[src/rtl/aes_i2c_pkg.sv]
`default_nettype none
// ============================================================================
// Module   : aes_i2c_pkg
// Brief    : Shared encodings for the I2C-driven AES-128 sequencer.
// Revision : 1.0 - initial release
// ============================================================================
package aes_i2c_pkg;

  localparam int N_BYTES = 33;

  localparam logic [1:0] ERR_NONE    = 2'b00;
  localparam logic [1:0] ERR_SHORT   = 2'b01;
  localparam logic [1:0] ERR_BAD     = 2'b10;
  localparam logic [1:0] ERR_TIMEOUT = 2'b11;

  localparam logic MODE_ENC = 1'b0;
  localparam logic MODE_DEC = 1'b1;

  typedef enum logic [2:0] {
    ST_IDLE   = 3'd0,
    ST_LOAD   = 3'd1,
    ST_ARMED  = 3'd2,
    ST_LAUNCH = 3'd3,
    ST_RUN    = 3'd4,
    ST_DONE   = 3'd5
  } state_t;

  // Only the two defined mode bytes are legal; any other upper bit set is rejected.
  function automatic logic mode_ok(input logic [7:0] mode_byte);
    return (mode_byte == {7'd0, MODE_ENC}) || (mode_byte == {7'd0, MODE_DEC});
  endfunction

endpackage
`default_nettype wire

[src/rtl/aes_frame_assembler.sv]
`default_nettype none
// ============================================================================
// Module   : aes_frame_assembler
// Brief    : Byte counter and text/key/mode store for one received frame.
// Revision : 1.0 - initial release
// ============================================================================
module aes_frame_assembler #(
  parameter int BLK_W   = 128,
  parameter int N_BYTES = aes_i2c_pkg::N_BYTES,
  parameter int CNT_W   = $clog2(N_BYTES + 1)
) (
  input  logic             clk,
  input  logic             rst,
  input  logic             i_clear,
  input  logic             i_wr_en,
  input  logic [7:0]       i_wr_byte,
  output logic             o_full,
  output logic             o_fill,
  output logic [BLK_W-1:0] o_text,
  output logic [BLK_W-1:0] o_key,
  output logic [7:0]       o_mode
);

  localparam int LANES = BLK_W / 8;
  localparam logic [CNT_W-1:0] C_LAST = CNT_W'(N_BYTES - 1);
  localparam logic [CNT_W-1:0] C_FULL = CNT_W'(N_BYTES);

  logic [CNT_W-1:0] r_count;
  logic [7:0]       r_text_b [LANES];
  logic [7:0]       r_key_b  [LANES];
  logic [7:0]       r_mode;
  logic             w_store;

  assign w_store = i_wr_en && !i_clear && (r_count < C_FULL);
  assign o_fill  = w_store && (r_count == C_LAST);
  assign o_full  = (r_count == C_FULL);
  assign o_mode  = r_mode;

  always_ff @(posedge clk or negedge rst) begin
    if (!rst) begin
      r_count <= '0;
    end else if (i_clear) begin
      r_count <= '0;
    end else if (w_store) begin
      r_count <= r_count + CNT_W'(1);
    end
  end

  // Byte k of the frame lands in lane k (text) or lane k-LANES (key); lane 0 is the MSB.
  always_ff @(posedge clk or negedge rst) begin
    if (!rst) begin
      for (int i = 0; i < LANES; i++) begin
        r_text_b[i] <= '0;
        r_key_b[i]  <= '0;
      end
      r_mode <= '0;
    end else if (w_store) begin
      for (int i = 0; i < LANES; i++) begin
        if (r_count == CNT_W'(i))         r_text_b[i] <= i_wr_byte;
        if (r_count == CNT_W'(LANES + i)) r_key_b[i]  <= i_wr_byte;
      end
      if (r_count == CNT_W'(2 * LANES)) r_mode <= i_wr_byte;
    end
  end

  genvar g;
  generate
    for (g = 0; g < LANES; g++) begin : g_pack
      assign o_text[BLK_W-1-8*g -: 8] = r_text_b[g];
      assign o_key[BLK_W-1-8*g -: 8]  = r_key_b[g];
    end
  endgenerate

endmodule
`default_nettype wire

[src/rtl/aes_i2c_sequencer.sv]
`default_nettype none
// ============================================================================
// Module   : aes_i2c_sequencer
// Brief    : Collects a text/key/mode frame from the I2C slave, runs one AES op.
// Revision : 1.0 - initial release
// ============================================================================
module aes_i2c_sequencer #(
  parameter int BLK_W       = 128,
  parameter int N_BYTES     = 33,
  parameter int TIMEOUT_CYC = 4096
) (
  input  logic             clk,
  input  logic             rst,
  input  logic             rx_start,
  input  logic             rx_valid,
  input  logic [7:0]       rx_byte,
  input  logic             rx_stop,
  output logic             rx_ack,
  output logic             aes_start,
  output logic             aes_mode,
  output logic [BLK_W-1:0] aes_text,
  output logic [BLK_W-1:0] aes_key,
  input  logic             aes_done,
  input  logic [BLK_W-1:0] aes_result,
  output logic [BLK_W-1:0] result,
  output logic             done,
  output logic             busy,
  output logic [1:0]       err
);

  import aes_i2c_pkg::*;

  localparam int WD_W = $clog2(TIMEOUT_CYC);
  localparam logic [WD_W-1:0] C_WD_LAST = WD_W'(TIMEOUT_CYC - 1);

  state_t           r_state;
  state_t           w_state_nxt;
  logic [1:0]       r_err;
  logic [1:0]       w_err_nxt;
  logic [BLK_W-1:0] r_result;
  logic [WD_W-1:0]  r_wdog;
  logic [7:0]       w_mode_byte;
  logic [7:0]       w_mode_now;
  logic             w_start_ok;
  logic             w_wr_en;
  logic             w_full;
  logic             w_fill;
  logic             w_full_now;

  assign w_start_ok = rx_start &&
                      (r_state inside {ST_IDLE, ST_LOAD, ST_ARMED, ST_DONE});
  assign w_wr_en    = (r_state == ST_LOAD) && rx_valid;

  aes_frame_assembler #(
    .BLK_W   (BLK_W),
    .N_BYTES (N_BYTES)
  ) u_frame (
    .clk       (clk),
    .rst       (rst),
    .i_clear   (w_start_ok),
    .i_wr_en   (w_wr_en),
    .i_wr_byte (rx_byte),
    .o_full    (w_full),
    .o_fill    (w_fill),
    .o_text    (aes_text),
    .o_key     (aes_key),
    .o_mode    (w_mode_byte)
  );

  // A byte arriving together with STOP must be counted before STOP is judged.
  assign w_full_now = w_full || w_fill;
  assign w_mode_now = w_fill ? rx_byte : w_mode_byte;

  always_comb begin
    w_state_nxt = r_state;
    w_err_nxt   = r_err;
    case (r_state)
      ST_IDLE: begin
        if (rx_start) begin
          w_state_nxt = ST_LOAD;
          w_err_nxt   = ERR_NONE;
        end
      end
      ST_LOAD: begin
        if (rx_start) begin
          w_state_nxt = ST_LOAD;
        end else if (w_full_now) begin
          if (mode_ok(w_mode_now)) begin
            w_state_nxt = rx_stop ? ST_LAUNCH : ST_ARMED;
          end else begin
            w_err_nxt = ERR_BAD;
            if (rx_stop) w_state_nxt = ST_IDLE;
          end
        end else if (rx_stop) begin
          w_err_nxt   = ERR_SHORT;
          w_state_nxt = ST_IDLE;
        end
      end
      ST_ARMED: begin
        if (rx_start)     w_state_nxt = ST_LOAD;
        else if (rx_stop) w_state_nxt = ST_LAUNCH;
      end
      ST_LAUNCH: w_state_nxt = ST_RUN;
      ST_RUN: begin
        if (aes_done) begin
          w_state_nxt = ST_DONE;
        end else if (r_wdog == C_WD_LAST) begin
          w_err_nxt   = ERR_TIMEOUT;
          w_state_nxt = ST_IDLE;
        end
      end
      ST_DONE: begin
        if (rx_start) begin
          w_state_nxt = ST_LOAD;
          w_err_nxt   = ERR_NONE;
        end
      end
      default: w_state_nxt = ST_IDLE;
    endcase
  end

  always_ff @(posedge clk or negedge rst) begin
    if (!rst) begin
      r_state <= ST_IDLE;
      r_err   <= ERR_NONE;
    end else begin
      r_state <= w_state_nxt;
      r_err   <= w_err_nxt;
    end
  end

  always_ff @(posedge clk or negedge rst) begin
    if (!rst) begin
      r_wdog   <= '0;
      r_result <= '0;
    end else begin
      if (r_state == ST_LAUNCH)   r_wdog <= '0;
      else if (r_state == ST_RUN) r_wdog <= r_wdog + WD_W'(1);
      if ((r_state == ST_RUN) && aes_done) r_result <= aes_result;
    end
  end

  assign rx_ack    = (r_state == ST_LOAD) && !w_full;
  assign aes_start = (r_state == ST_LAUNCH);
  assign aes_mode  = w_mode_byte[0];
  assign busy      = r_state inside {ST_ARMED, ST_LAUNCH, ST_RUN};
  assign done      = (r_state == ST_DONE);
  assign result    = r_result;
  assign err       = r_err;

endmodule
`default_nettype wire
[config.mk]
export PLATFORM = sky130hd
export DESIGN_NAME = aes_i2c_sequencer
export DESIGN_NICKNAME = d
export VERILOG_FILES = /design/src/rtl/aes_i2c_pkg.sv /design/src/rtl/aes_frame_assembler.sv /design/src/rtl/aes_i2c_sequencer.sv
export SDC_FILE = /design/constraint.sdc
export NUM_CORES = 1
export LEC_CHECK = 0
export BUFFER_PORTS_ARGS = -buffer_cell sky130_fd_sc_hd__buf_2
export CORE_MARGIN = 2
export CORE_UTILIZATION = 40
export DETAILED_ROUTE_END_ITERATION = 12
export PLACE_DENSITY_LB_ADDON = 0.05
export SYNTH_ARGS = -nofsm -noshare
export SYNTH_HDL_FRONTEND = slang
export SYNTH_SLANG_ARGS = --single-unit
[constraint.sdc]
create_clock -name clk -period 8.3 [get_ports clk]
set_input_delay 1.245 -clock clk [delete_from_list [all_inputs] [get_ports clk]]
set_output_delay 1.245 -clock clk [all_outputs]
set_load 0.02 [all_outputs]
; ---- Yosys cells after proc, flatten, opt, wreduce, memory -nomap -nowiden
; Cells that the tools add are included.
[totals]
regBits = 415
out_inout_bits = 391
word_cells = 168
[op_classes]
n_reduce_logical = 55
order_cmp = 1
n_eq_ne = 48
n_addsub = 2
mux = 24
[op_table]
columns = operator, count
row1 = 6-bit by 5-bit == test with 1-bit output (second input constant), 16
row2 = 2-bit AND reduction, 33
row3 = 6-bit by 4-bit == test with 1-bit output (second input constant), 8
row4 = 3-bit 2-to-1 mux, 9
row5 = 6-bit by 3-bit == test with 1-bit output (second input constant), 4
row6 = 12-bit 2-to-1 mux, 2
row7 = 3-bit case mux with 5 select lines, 1
row8 = 2-bit 2-to-1 mux, 7
row9 = 12-bit by 1-bit adder with 12-bit output (second input constant), 1
row10 = 12-bit == test (second input constant), 1
row11 = 6-bit by 2-bit == test with 1-bit output (second input constant), 2
row12 = 6-bit == test (second input constant), 2
row13 = 6-bit 2-to-1 mux, 2
row14 = 3-bit inequality test (second input constant), 4
row15 = 8-bit by 1-bit == test with 1-bit output (second input constant), 1
row16 = 8-bit zero test, 1
row17 = 8-bit 2-to-1 mux, 1
row18 = 1-bit logical AND, 7
row19 = 7-bit AND reduction, 1
row20 = 6-bit by 1-bit adder with 6-bit output (second input constant), 1
row21 = 3-bit by 2-bit == test with 1-bit output (second input constant), 2
row22 = 3-bit == test (second input constant), 2
row23 = 6-bit by 1-bit == test with 1-bit output (second input constant), 1
row24 = 6-bit zero test, 1
row25 = other kinds (14), 20

; ---- Depth between registers and ports, before layout
[depth]
word_depth = 14
depth_mapped = 9
ltp_nobuf = 7

; ---- By module
; From an unflattened synthesis, not the netlist that was laid out.
[unflattened]
cells_unflattened = 1053
area_unflattened_um2 = 16479.6
[by_module_without_submodules]
columns = mod, cells_each, seq_area_each_um2, n_inst, area_each_um2
row1 = aes_frame_assembler, 665, 6756.5, 1, 10689.0
row2 = aes_i2c_sequencer, 388, 3628.5, 1, 5790.6

; ---- Worst setup path before layout
; OpenSTA, ideal clock, no wires.
[synth_path]
path_kind = input-to-reg
startpoint = input rx_start
endpoint = register r_state[0]
cell_stages = 6
slack_ns = 5.097
setup_ns = 0.104
arrival_time_ns = 3.100
path_cell_list = or4b_4 -> or4_4 -> buf_6 -> mux2_4 -> mux2i_1 -> a221oi_1
[synth_between]
elab_chain_cells = 12
word_cells_on_any_way = 18
cone_classes = 3 x eq/ne / 6 x mux / 9 x reduce/logical
[synth_lines]
columns = element, line
row1 = start: declaration, aes_i2c_sequencer.sv:14  ; input logic rx_start,
row2 = 1-bit logical AND, aes_i2c_sequencer.sv:50  ; assign w_start_ok = rx_start &&
row3 = 1-bit zero test, aes_frame_assembler.sv:34  ; assign w_store = i_wr_en && !i_clear && (r_count < C_FULL);
row4 = 1-bit logical AND (2 in a row), aes_frame_assembler.sv:34
row5 = 1-bit logical AND, aes_frame_assembler.sv:35  ; assign o_fill = w_store && (r_count == C_LAST);
row6 = 8-bit 2-to-1 mux, aes_i2c_sequencer.sv:72  ; assign w_mode_now = w_fill ? rx_byte : w_mode_byte;
row7 = 8-bit by 1-bit == test with 1-bit output / 8-bit zero test (equally long branches), aes_i2c_pkg.sv:30  ; return (mode_byte == {7'd0, MODE_ENC}) || (mode_byte == {7'd0, MODE_DEC});
row8 = 1-bit logical OR, aes_i2c_pkg.sv:30
row9 = 3-bit 2-to-1 mux, aes_i2c_sequencer.sv:88  ; if (mode_ok(w_mode_now)) begin
row10 = 3-bit 2-to-1 mux, aes_i2c_sequencer.sv:87  ; end else if (w_full_now) begin
row11 = 3-bit 2-to-1 mux, aes_i2c_sequencer.sv:85  ; if (rx_start) begin
row12 = 3-bit case mux with 5 select lines, aes_i2c_sequencer.sv:77  ; case (r_state)
row13 = end signal: assignment, aes_i2c_sequencer.sv:127  ; r_state <= w_state_nxt;
row14 = end: declaration, aes_i2c_sequencer.sv:36  ; state_t r_state;
; Parallel ways exist; a longest one is shown, timed or not.
; A chain may end at the register's enable or synchronous reset.

; ---- Worst setup path in the final report
[layout_path]
startpoint = register u_frame.r_count[3]
endpoint = output rx_ack
[layout_between]
elab_chain_cells = 3
[layout_lines]
columns = element, line
row1 = start: declaration, aes_frame_assembler.sv:28  ; logic [CNT_W-1:0] r_count;
row2 = start signal: assignment, aes_frame_assembler.sv:45  ; r_count <= r_count + CNT_W'(1);
row3 = 6-bit == test, aes_frame_assembler.sv:36  ; assign o_full = (r_count == C_FULL);
row4 = 1-bit zero test, aes_i2c_sequencer.sv:143  ; assign rx_ack = (r_state == ST_LOAD) && !w_full;
row5 = 1-bit logical AND, aes_i2c_sequencer.sv:143
row6 = end: declaration, aes_i2c_sequencer.sv:18  ; output logic rx_ack,
; Every way passes these cells.

==> results.json <==
{
  "syn_area_per_cell_sq_um": 15.51,
  "seq_area_frac_synth_pct": 64.15,
  "fmax_mhz": 275.7,
  "postCtsHoldBufs": 0,
  "path_max_fanout": 19,
  "period_share_pct": 43.70,
  "reg2reg_slack_ns": 5.12,
  "power_uw": 4389,
  "grt_max_degree": 142,
  "synth-edff-count": 0,
  "outcome": "completed",
  "clkLatencyLatePin_ns": 0.58,
  "num-nets-final": 1728,
  "grt_use_met2_pct": 35.91,
  "clkTransAtPathRegs_ns": 0.06,
  "grt_usage_pct": 22.39,
  "cts_max_path_buffers": 3,
  "drive_gt1_share_pct": 63.12,
  "clock_power_share_pct": 44.2,
  "cp.arrival_ns": 2.38,
  "die_h_microns": 205.2,
  "die_area_sq_um": 42100,
  "vias": 10625,
  "hold_viol_final": 0,
  "cp-end-kind": "primary output",
  "min_period_ns": 3.627,
  "powerDensity_nw_per_um2": 210.8,
  "switchingPower_uw": 1046,
  "setup_tns_ns": 0,
  "grt.overflow.total": 0,
  "internal_power_uw": 3343,
  "hold_class": "flip-flop to flip-flop",
  "crit_type": "flip-flop to primary output",
  "async_flop_share_pct": 100.0,
  "peakVddDrop_mv": 0.1491,
  "wl_mm": 47.07,
  "clockRootBuffer": "clkbuf_16",
  "syn_area_sq_um": 16190,
  "place_congestion": 0.8064,
  "area_growth_pct": 28.63,
  "io_pins": 533,
  "synth_nets": 1191,
  "htree_num_levels": 2,
  "cts_tree": "done",
  "final-setup-viol-count": 0,
  "synthCells": 1044,
  "crit_required_ns": 7.05,
  "port_buffers": 532,
  "first_pass_iters": 5,
  "dpl.hpwl_mm": 32.49,
  "core_sq_um": 39820,
  "cts_setup_buffers": 0,
  "initial_core_util_pct": 40.65,
  "fillers": 3565,
  "clock_skew_ns": 0.03045,
  "seq_power_share_pct": 48.1,
  "grt_pass1_vias": 10960,
  "comb_power_share_pct": 7.6,
  "synth_flop_cell": "dfrtp_1",
  "cts_resized": 0,
  "grt_use_met3_pct": 7.650,
  "grt_antenna_before_repair": 4,
  "drv_slew": 0,
  "switching_share_pct": 23.83,
  "use_met1_pct": 28.12,
  "ys_warn_count": 0,
  "rsz0062_at_grt": "false",
  "clock-sinks": 415,
  "drc": 0,
  "die_w_microns": 205.2,
  "num_rows": 73,
  "p_leak_uw": 0.01188,
  "synth_seq_cells": 415,
  "max-slew-margin-rel_pct": 37.52,
  "cp-start-kind": "flip-flop",
  "worst_pin_slew_ns": 0.9372,
  "cts_buffers": 46,
  "grt_pass1_wl_mm": 70.21,
  "ys_types": 53,
  "drt-vias-per-instance": 4.972,
  "wire_per_inst_microns": 22.03,
  "antenna_left": 0,
  "drv_cap": 0,
  "drt_iter0_markers": 391,
  "grt.busiest_layer": "met2"
}
==> layout by cell type (no fill, tap or decap), types with 3 or more instances in the layout <==
cell type	count
nand2_1	32
clkbuf_16	47
buf_2	531
clkbuf_8	9
nor2_1	19
inv_1	10
clkbuf_1	9
a21oi_1	9
and2_0	3
dfrtp_1	415
buf_4	10
clkinv_2	7
nor2b_1	8
nand4_1	9
mux2_2	383
nor3_1	3
mux2i_1	3
diode_2	4
o21ai_0	13
xnor2_1	4
nor4_1	3
mux2_4	9
ha_1	5
or3_1	3
nand2b_1	4
and3_1	3
nand3_1	13
==> per-stage QoR <==
step	setup slack [ns]	instance area (sq um)	util, %	cells	hold WS (ns)
6_report	4.673	20820	52.29	2137	0.4942
5_1_grt	4.551	20820	52.28	2136	0.5057
2_1_floorplan	5.097	16190	-	1044	0.4489
3_3_place_gp	4.738	19400	48.71	2058	0.4608
4_1_cts	4.629	20810	52.27	2133	0.4944
3_5_place_dp	4.718	19400	48.71	2058	0.4798
==> layout make-up <==
class	instances	area, sq um	share of cell area, %
flip-flops and latches	415	10390	49.87
multi-input cells	564	5532	26.56
repair buffers	544	2788	13.39
clock buffers	65	1334	6.405
well taps	525	656.9	3.154
clock inverters	10	81.33	0.3906
inverters	10	37.54	0.1803
diodes	4	10.01	0.04807
==> synthesized netlist by cell type, types with 2 or more instances <==
| cell | count | share of area (%) |
|---|---|---|
| a211oi_1 | 2 | 0.093 |
| a21oi_1 | 9 | 0.28 |
| a22o_1 | 2 | 0.11 |
| and2_0 | 3 | 0.12 |
| and2_1 | 3 | 0.12 |
| and3_1 | 3 | 0.12 |
| buf_6 | 4 | 0.28 |
| clkbuf_1 | 49 | 1.1 |
| dfrtp_1 | 415 | 64 |
| ha_1 | 5 | 0.39 |
| inv_1 | 10 | 0.23 |
| mux2_1 | 2 | 0.14 |
| mux2_2 | 383 | 27 |
| mux2_4 | 9 | 0.83 |
| mux2i_1 | 3 | 0.19 |
| nand2_1 | 32 | 0.74 |
| nand2b_1 | 4 | 0.15 |
| nand3_1 | 13 | 0.40 |
| nand4_1 | 9 | 0.35 |
| nor2_1 | 19 | 0.44 |
| nor2b_1 | 8 | 0.31 |
| nor3_1 | 3 | 0.093 |
| nor4_1 | 3 | 0.12 |
| o21ai_0 | 13 | 0.40 |
| o41ai_1 | 2 | 0.11 |
| or3_1 | 3 | 0.12 |
| or4_1 | 2 | 0.093 |
| or4b_4 | 2 | 0.17 |
| xnor2_1 | 4 | 0.22 |
| xor2_1 | 2 | 0.11 |
==> critical path: stages, from the launching register on <==
cell and delay (ns):
dfrtp_1 0.64, or3_1 0.51, or2_2 0.37, nor2b_1 0.14, buf_2 0.16
==> power by group through the flow <==
stage	clock network (uW)	logic (uW)	registers [uW]
2_1_floorplan	0	93.1	2220
3_3_place_gp	0	340	2150
3_5_place_dp	0	345	2150
4_1_cts	2000	345	2110
5_1_grt	2070	367	2120
6_report	1940	335	2110
==> final timing paths <==
path,from,to,depth (start not counted)
worst max-delay path,u_frame.r_count[3],rx_ack,4
worst min-delay path,r_wdog[11],r_wdog[11],1
worst max register to register,r_state[2],result[46],5
worst min register to register,r_wdog[11],r_wdog[11],1
max in group asynchronous,rst,result[54],2
min in group asynchronous,rst,result[53],1
==> logic make-up (layout without fill, tap and decap cells) <==
group / count (synthesis) / in the layout / synth area share (%)
buffers and inverters: 65 / 629 / 1.700
AO/OA/AOI/OAI: 36 / 36 / 1.515
multiplexers: 397 / 397 / 27.80
AND/OR/NAND/NOR: 120 / 120 / 4.127
adder cells (fa/ha/maj): 5 / 5 / 0.3864
other: 0 / 4 / 0
XOR/XNOR: 6 / 6 / 0.3246
flip-flops: 415 / 415 / 64.15
==> routing by layer <==
layer,share of wire (%),up-vias
met2,48,315
met1,40,5462
li1,-,4779
met5,0,-
met3,8.6,69
met4,2.8,0
==> sequential cells by signal (all words and copies together) (netlist names) <==
signal / flops
r_wdog: 12
u_frame.o_text: 128
r_state: 3
result: 128
u_frame.o_key: 128
u_frame.o_mode: 8
u_frame.r_count: 6
err: 2
Power figures use the tool's default switching activity.
